`config.mk`:
```
export PLATFORM = sky130hd
export DESIGN_NAME = rr_arbiter8
export DESIGN_NICKNAME = d
export VERILOG_FILES = /design/src/rtl/arb8_pkg.sv /design/src/rtl/rr_pick8.sv /design/src/rtl/rr_arbiter8.sv
export SDC_FILE = /design/constraint.sdc
export NUM_CORES = 1
export LEC_CHECK = 0
export CAP_MARGIN = 20
export CORE_MARGIN = 3
export CORE_UTILIZATION = 34
export CTS_CLUSTER_DIAMETER = 120
export CTS_CLUSTER_SIZE = 10
export DETAILED_ROUTE_END_ITERATION = 6
export DONT_BUFFER_PORTS = 1
export SYNTH_ARGS = -nofsm -noshare
export SYNTH_HDL_FRONTEND = slang
export SYNTH_SLANG_ARGS = --single-unit
```
`constraint.sdc`:
```
create_clock -name i_clk -period 4.7 [get_ports i_clk]
set_input_delay 0.94 -clock i_clk [delete_from_list [all_inputs] [get_ports i_clk]]
set_output_delay 0.94 -clock i_clk [all_outputs]
set_load 0.05 [all_outputs]
```
`src/rtl/arb8_pkg.sv`:
```
// Shared types and constants for the 8-way round-robin select arbiter.
package arb8_pkg;

   typedef enum logic [1:0] {IDLE, GRANT, GAP} state_t;

   localparam int N_REQ = 8;
   localparam int SEL_W = 3;
   localparam logic [N_REQ-1:0] IDLE_PAT = 8'hFF;

   // Active-low one-hot pattern for a select code, same encoding as the 3-to-8 decoder.
   function automatic logic [N_REQ-1:0] grant_pattern(input logic [SEL_W-1:0] sel);
      grant_pattern = ~(N_REQ'(1) << sel);
   endfunction

endpackage

```
`src/rtl/rr_pick8.sv`:
```
// Rotated-priority search: first set request after the pointer, wrapping modulo 8.
module rr_pick8
   import arb8_pkg::*;
(
   input  logic [N_REQ-1:0] req,
   input  logic [SEL_W-1:0] ptr,
   output logic [SEL_W-1:0] winner,
   output logic             any
);

   logic [SEL_W-1:0] idx;

   // Offset 8 wraps back to ptr itself, so a lone previous grantee still wins.
   always_comb begin
      winner = '0;
      any    = 1'b0;
      idx    = '0;
      for (int i = 1; i <= N_REQ; i++) begin
         idx = ptr + SEL_W'(i);
         if (!any && req[idx]) begin
            winner = idx;
            any    = 1'b1;
         end
      end
   end

endmodule

```
`src/rtl/rr_arbiter8.sv`:
```
// Round-robin arbiter for one shared active-low 8-way select with a dead cycle between grants.
// Optional hold timeout is compiled in with `define ARB_TIMEOUT_EN.
module rr_arbiter8
   import arb8_pkg::*;
#(
   parameter int HOLD_MAX = 16,
   parameter int CNT_W    = 8
) (
   input  logic             i_clk,
   input  logic             i_rst,
   input  logic [N_REQ-1:0] i_req,
   input  logic             i_opt,
   output logic [SEL_W-1:0] o_sel,
   output logic             o_valid,
   output logic [N_REQ-1:0] o_y
);

   state_t           state;
   logic [SEL_W-1:0] last;
   logic [SEL_W-1:0] win;
   logic             any;
   logic             release_now;
   logic [N_REQ-1:0] r_y;

   // Out-of-range HOLD_MAX leaves this marker scope in the elaborated hierarchy.
   if (HOLD_MAX < 1 || HOLD_MAX > (1 << CNT_W) - 1) begin : g_hold_max_out_of_range
   end

   rr_pick8 u_pick (
      .req    (i_req),
      .ptr    (last),
      .winner (win),
      .any    (any)
   );

`ifdef ARB_TIMEOUT_EN
   localparam logic [CNT_W-1:0] HOLD_LAST = CNT_W'(HOLD_MAX - 1);
   localparam logic [CNT_W-1:0] HOLD_SAT  = CNT_W'(HOLD_MAX);

   logic [CNT_W-1:0] cnt;

   always_ff @(posedge i_clk) begin
      if (i_rst) begin
         cnt <= '0;
      end else if (state == GRANT) begin
         if (cnt != HOLD_SAT) cnt <= cnt + 1'b1;
      end else begin
         cnt <= '0;
      end
   end

   assign release_now = !i_req[o_sel] || (cnt == HOLD_LAST);
`else
   assign release_now = !i_req[o_sel];
`endif

   always_ff @(posedge i_clk) begin
      if (i_rst) begin
         state   <= IDLE;
         o_valid <= 1'b0;
         o_sel   <= '0;
         r_y     <= IDLE_PAT;
         last    <= SEL_W'(N_REQ - 1);
      end else begin
         case (state)
            IDLE, GAP: begin
               if (any) begin
                  state   <= GRANT;
                  o_valid <= 1'b1;
                  o_sel   <= win;
                  last    <= win;
                  r_y     <= grant_pattern(win);
               end else begin
                  state   <= IDLE;
                  o_valid <= 1'b0;
                  r_y     <= IDLE_PAT;
               end
            end
            GRANT: begin
               // o_sel is left alone on release; it reports the most recent grantee.
               if (release_now) begin
                  state   <= GAP;
                  o_valid <= 1'b0;
                  r_y     <= IDLE_PAT;
               end
            end
            default: begin
               state   <= IDLE;
               o_valid <= 1'b0;
               r_y     <= IDLE_PAT;
            end
         endcase
      end
   end

   assign o_y = i_opt ? ~r_y : r_y;

endmodule

```
==> flow_summary.ini, run 1 <==
[run_status]
result_of_the_run = finished clean

[clocking]
cts_post_setup_buffers_inserted = 0
later_pin_clock_latency_in_the_skew_report_ns = 0.25
clock_tree.buffer_depth = 2
post_cts_hold_buffer_count = 0
post_cts_resized = 0
cts-root-buf = sky130_fd_sc_hd__clkbuf_8
cts_num_sinks = 17
htree_levels = 1
clock_tree_from_tritoncts = built
worst_setup_hold_path_clk_slew_ns = 0.06
cts_made_buffers = 3

[synthesis]
synthDistinctLibCells = 47
synth.ff_latch_count = 17
seq_area_frac_synth = 0.209
post_synth.cell_area_avg_um2 = 9.24
synth_async_sr_flop_share = 0
ys_dominant_reg_cell = sky130_fd_sc_hd__dfxtp_1
number_of_flops_mapped_to_enable_cells_by_yosys = 0
syn_inst_count = 176
synth_area_mm2 = 0.00163
synth_fp_nets = 189
synth_warn = 0

[finish]
n_fill_cell = 446
instances_no_fill = 223
multi_input_area_mm2 = 0.00120
sequential_cell_area_um2 = 340
antenna_cells_inserted = 0
mostFrequentLayoutCells = sky130_fd_sc_hd__dfxtp_1, sky130_fd_sc_hd__nand2_1, sky130_fd_sc_hd__nor2_1
mostFrequentLayoutCell = sky130_fd_sc_hd__dfxtp_1
layout-drive-gt1-share = 0.170
area_growth_pct = 4.00
design.final.nets = 185
finish.utilization = 0.378

[critical_path]
cp_slowest_stage_delay_ns = 0.64
timing.critical_path.fanout_max = 12
endpoint_kind = flop
worst_setup_path_start_kind = flop
critical_path.cell_chain = inv_1, ha_1, mux4_2, mux2i_4, nand3_2, or3_1, a21oi_2, o2bb2ai_1, o31ai_2, o32a_1
path_class = reg2reg
crit_arrival_ns = 3.59
timing.critical_path.required_ns = 4.83
critical_path.slowest_cell = sky130_fd_sc_hd__ha_1

[power]
cellPowerDensity_mw_per_mm2 = 838
peakVddDrop_mv = 0.399
static-leakage-power_nw = 0.595

[floorplanning]
std_cell_rows = 24
pin_count = 23
fp.dieW_um = 75.2
die_area_mm2 = 0.00565
die_height_um = 75.2
coreArea_mm2 = 0.00447
initial_core_util = 0.364

[routing]
vias_per_cell = 6.03
routed_wirelength_um = 3840
antenna_violating_nets_post_route = 0
dr.first_iter.drc_count = 66
drt_pass1_iterations = 4
drc = 0
routed-via-count = 1345
routed_wire_length_per_instance_um = 17.2

[timing]
final.period_utilization = 0.736
worst-slew-pin-transition_ns = 1.02
fmaxAchievable_mhz = 289
worst_slew_margin_rel = 0.319
worst_case_clock_skew_ns = 0.00457
hold_violations = 0
finalSetupTns_ns = 0
timing.final.setup_violations = 0
post-route-worst-setup-slack_ns = 1.24
rsz0062_at_grt = false
finalMaxSlewViolations = 0
layout_min_cycle_time_ns = 3.46

[grt]
grt_overflow_total = 0
grt_use_total = 0.150
wire_length_of_the_first_global_routing_pass_um = 6640
largest_net_degree_at_the_start_of_global_routing = 19
antenna_found_initial = 0
number_of_global_route_vias_before_repair = 1294

[placed_design]
numPlacedInstances = 219
hpwlAfterDp_um = 2930
port_buffer_count = 0
gp_routability_congestion = 0.837
detailedPlace.worstSlack_ns = 1.27

[min_path]
min_path_type = reg2reg

[flow_run]
maxCapViolations = 0
## layout make-up
| class | count | area share |
|---|---|---|
| clock buffer | 4 | 0.0266 |
| inverter | 6 | 0.0133 |
| multi-input combinational | 142 | 0.712 |
| sequential | 17 | 0.201 |
| tap | 52 | 0.0385 |
| timing repair buffer | 2 | 0.00888 |
## cell usage after synthesis, drive strengths merged (5+ instances only)
cell type	number	area share
a21oi	14	0.045
buf	6	0.025
clkbuf	5	0.012
dfxtp	17	0.21
inv	6	0.014
mux2	5	0.035
mux2i	11	0.075
mux4	13	0.18
nand2	14	0.032
nand3	7	0.025
nor2	14	0.032
o21ai	7	0.022
xor2	8	0.043
## cell families after synthesis
kind of cell / count (synthesis) / synth area share
AOI/OAI and AO/OA: 51 / 0.234
and+or+nand+nor: 50 / 0.147
muxes: 29 / 0.290
buffers and inverters: 17 / 0.0508
DFF: 17 / 0.209
xor gates and xnor gates: 10 / 0.0538
adders and majority gates: 2 / 0.0154
## state kept, by name (all words and copies together), names as in the netlist
register / count
r_y: 8
last: 3
o_sel: 3
state: 2
o_valid: 1
## per-stage QoR
step | hold slack [ns] | area (um2) | power, mW
floorplan | 0.467 | 1630 | 1.15
global placement | 0.493 | 1650 | 1.31
detailed placement | 0.489 | 1650 | 1.32
CTS | 0.501 | 1690 | 1.43
global route | 0.523 | 1690 | 1.55
finish | 0.497 | 1690 | 1.42
## power by group
| group | total [mW] | internal, mW | switching, mW | leakage [nW] |
|---|---|---|---|---|
| sequential | 0.281 | 0.192 | 0.0891 | 0.140 |
| clock | 0.106 | 0.0600 | 0.0457 | 0.0228 |
| combinational | 1.03 | 0.412 | 0.620 | 0.432 |
| total | 1.42 | 0.664 | 0.754 | 0.595 |
## critical path, delay by kind of cell, from the launching register on
| family | cells | cell delay (ns) |
|---|---|---|
| and+or+nand+nor | 2 | 0.67 |
| AOI/OAI and AO/OA | 4 | 0.85 |
| buffers and inverters | 1 | 0.12 |
| muxes | 2 | 0.74 |
| DFF | 1 | 0.33 |
| adders and majority gates | 1 | 0.64 |
## final timing paths
| path | depth (start not counted) | start | slack [ns] | to |
|---|---|---|---|---|
| min | 2 | r_y[4] | 0.50 | r_y[4] |
| max | 10 | last[1] | 1.24 | r_y[2] |
| min reg2reg | 2 | r_y[4] | 0.50 | r_y[4] |
| max reg2reg | 10 | last[1] | 1.24 | r_y[2] |
## layer usage
layer | routed length (um) | vias to the layer above | global-route usage
li1 | - | 660 | -
met1 | 1730 | 640 | 0.219
met2 | 1850 | 45 | 0.234
met3 | 261 | 0 | 0.0320
met4 | 0 | 0 | 0.0175
met5 | 0 | - | 0
Note: power is estimated with default switching activity, not from simulation.
==> run 2: changes to the inputs <==
Clock period 4.7 ns to 2.9 ns, I/O delays scaled along.
==> flow_summary.ini, run 2 (same netlist as run 1, synthesis figures left out) <==
[run_status]
result_of_the_run = finished clean

[finish]
largestRegisters = r_y (8), last (3), o_sel (3)
antenna_cells_inserted = 0
registers.top_by_ff_count = r_y
mostFrequentLayoutCells = sky130_fd_sc_hd__buf_4, sky130_fd_sc_hd__dfxtp_1, sky130_fd_sc_hd__nand2_1, sky130_fd_sc_hd__nor2_1, sky130_fd_sc_hd__mux4_2
design.final.nets = 222
mostFrequentLayoutCell = sky130_fd_sc_hd__buf_4
postLayoutCellArea_mm2 = 0.00203
layout-drive-gt1-share = 0.365
area_growth_pct = 24.6
largest_register_ff_count = 8

[routing]
met2_length_um = 1950
routed_wirelength_um = 4160
antenna_violating_nets_post_route = 0
routed-via-count = 1488
drt_pass1_iterations = 4
met3WireLength_um = 123
drc = 0
dr.first_iter.drc_count = 97
vias_per_cell = 5.72
routed_wire_length_per_instance_um = 16.0
routed.top_layer = met4
detail_route.wirelength.met1_um = 2060

[grt]
antenna_found_initial = 0
largest_net_degree_at_the_start_of_global_routing = 15
wire_length_of_the_first_global_routing_pass_um = 6910
number_of_global_route_vias_before_repair = 1373
grt_overflow_total = 0
grt_use_total = 0.159

[critical_path]
timing.critical_path.fanout_max = 14
critical_path.cell_chain = buf_12, mux4_2, mux2i_2, nand3_2, or3_4, a221o_1, nand2_1, nand2_1, o32a_1
timing.critical_path.required_ns = 3.04
path_delay_family = multiplexers
cp_slowest_stage_delay_ns = 0.55
endpoint_kind = flop
critical_path.most_common_cell = sky130_fd_sc_hd__nand2_1
worst_setup_path_start_kind = flop
crit_arrival_ns = 2.91
path_class = reg2reg
critical_path.slowest_cell = sky130_fd_sc_hd__mux4_2
wp_buf_inv = 1

[timing]
finalMaxSlewViolations = 0
hold_violations = 0
timing.final.setup_violations = 0
fmaxAchievable_mhz = 361
post-route-worst-setup-slack_ns = 0.132
worst_slew_margin_rel = 0.602
worst_case_clock_skew_ns = 0.00169
final.period_utilization = 0.955
worst-slew-pin-transition_ns = 0.596
layout_min_cycle_time_ns = 2.77

[floorplanning]
die_height_um = 75.2
pin_count = 23
die_area_mm2 = 0.00565
fp.dieW_um = 75.2
coreArea_mm2 = 0.00447
std_cell_rows = 24
initial_core_util = 0.364

[flow_run]
maxCapViolations = 0

[clocking]
cts-root-buf = sky130_fd_sc_hd__clkbuf_8
later_pin_clock_latency_in_the_skew_report_ns = 0.25
htree_levels = 1
clock_tree.buffer_depth = 2
cts_made_buffers = 3
clock_tree_from_tritoncts = built
cts_num_sinks = 17
post_cts_hold_buffer_count = 0
worst_setup_hold_path_clk_slew_ns = 0.06

[power]
peakVddDrop_mv = 0.662
post-layout-total-power_mw = 2.87
cellPowerDensity_mw_per_mm2 = 1410
static-leakage-power_nw = 0.770

[min_path]
min_path_type = in2reg

[placed_design]
detailedPlace.worstSlack_ns = 0.0310
gp_routability_congestion = 0.820
hpwlAfterDp_um = 3270
placed_cell_area_mm2 = 0.00193
port_buffer_count = 0
run 2: cell types whose count changed in the layout (fill, tap and decap cells not counted), sizes merged:
cell,delta
buf,+37
run 2: what timing repair did:
action / CTS / global route
setup endpoints to repair: 0 / 16
endpoints found under the hold margin: 0 / 0
setup buffers: 0 / 3
gates resized for setup: 0 / 7
run 2: layer usage:
metal / GRT usage / vias to the layer above
met1: 0.234 / 722
li1: - / 738
met5: 0 / -
met4: 0.0233 / 0
met3: 0.0320 / 2
met2: 0.247 / 26
run 2: worst register-to-register path, stage by stage (launching register included):
cell and delay (ns):
sky130_fd_sc_hd__dfxtp_4 0.38, sky130_fd_sc_hd__buf_12 0.15, sky130_fd_sc_hd__mux4_2 0.55, sky130_fd_sc_hd__mux2i_2 0.22, sky130_fd_sc_hd__nand3_2 0.11, sky130_fd_sc_hd__or3_4 0.45
sky130_fd_sc_hd__a221o_1 0.32, sky130_fd_sc_hd__nand2_1 0.10, sky130_fd_sc_hd__nand2_1 0.07, sky130_fd_sc_hd__o32a_1 0.30
run 2: stage by stage:
| step | setup TNS (ns) | instances | utilization | hold slack, ns |
|---|---|---|---|---|
| finish | 0 | 260 | 0.453 | 0.394 |
| CTS | 0 | 257 | 0.442 | 0.392 |
| global placement | 0 | 253 | 0.432 | 0.490 |
| floorplan | -0.412 | 176 | - | 0.467 |
| global route | -0.00187 | 260 | 0.453 | 0.387 |
| detailed placement | 0 | 253 | 0.432 | 0.491 |
run 2: path summary, 6_finish.rpt:
check	startpoint	to	slack, ns	depth (start not counted)
max	last[0]	r_y[0]	0.13	9
min	i_rst	o_sel[2]	0.39	1
max reg2reg	last[0]	r_y[0]	0.13	9
min reg2reg	r_y[7]	r_y[7]	0.50	2
run 2: layout make-up:
class                      count  area, um2
clock buffer                   4       45.0
fill                         429       2450
inverter                       6       25.0
multi-input combinational    142       1240
sequential                    17        344
tap                           52       65.1
timing repair buffer          39        309
run 2: power breakdown:
group / switching [mW] / leakage (nW) / total, mW / internal, mW
registers: 0.115 / 0.140 / 0.429 / 0.314
logic: 1.17 / 0.607 / 2.26 / 1.10
clock network: 0.0769 / 0.0228 / 0.174 / 0.0974
total: 1.36 / 0.770 / 2.87 / 1.51
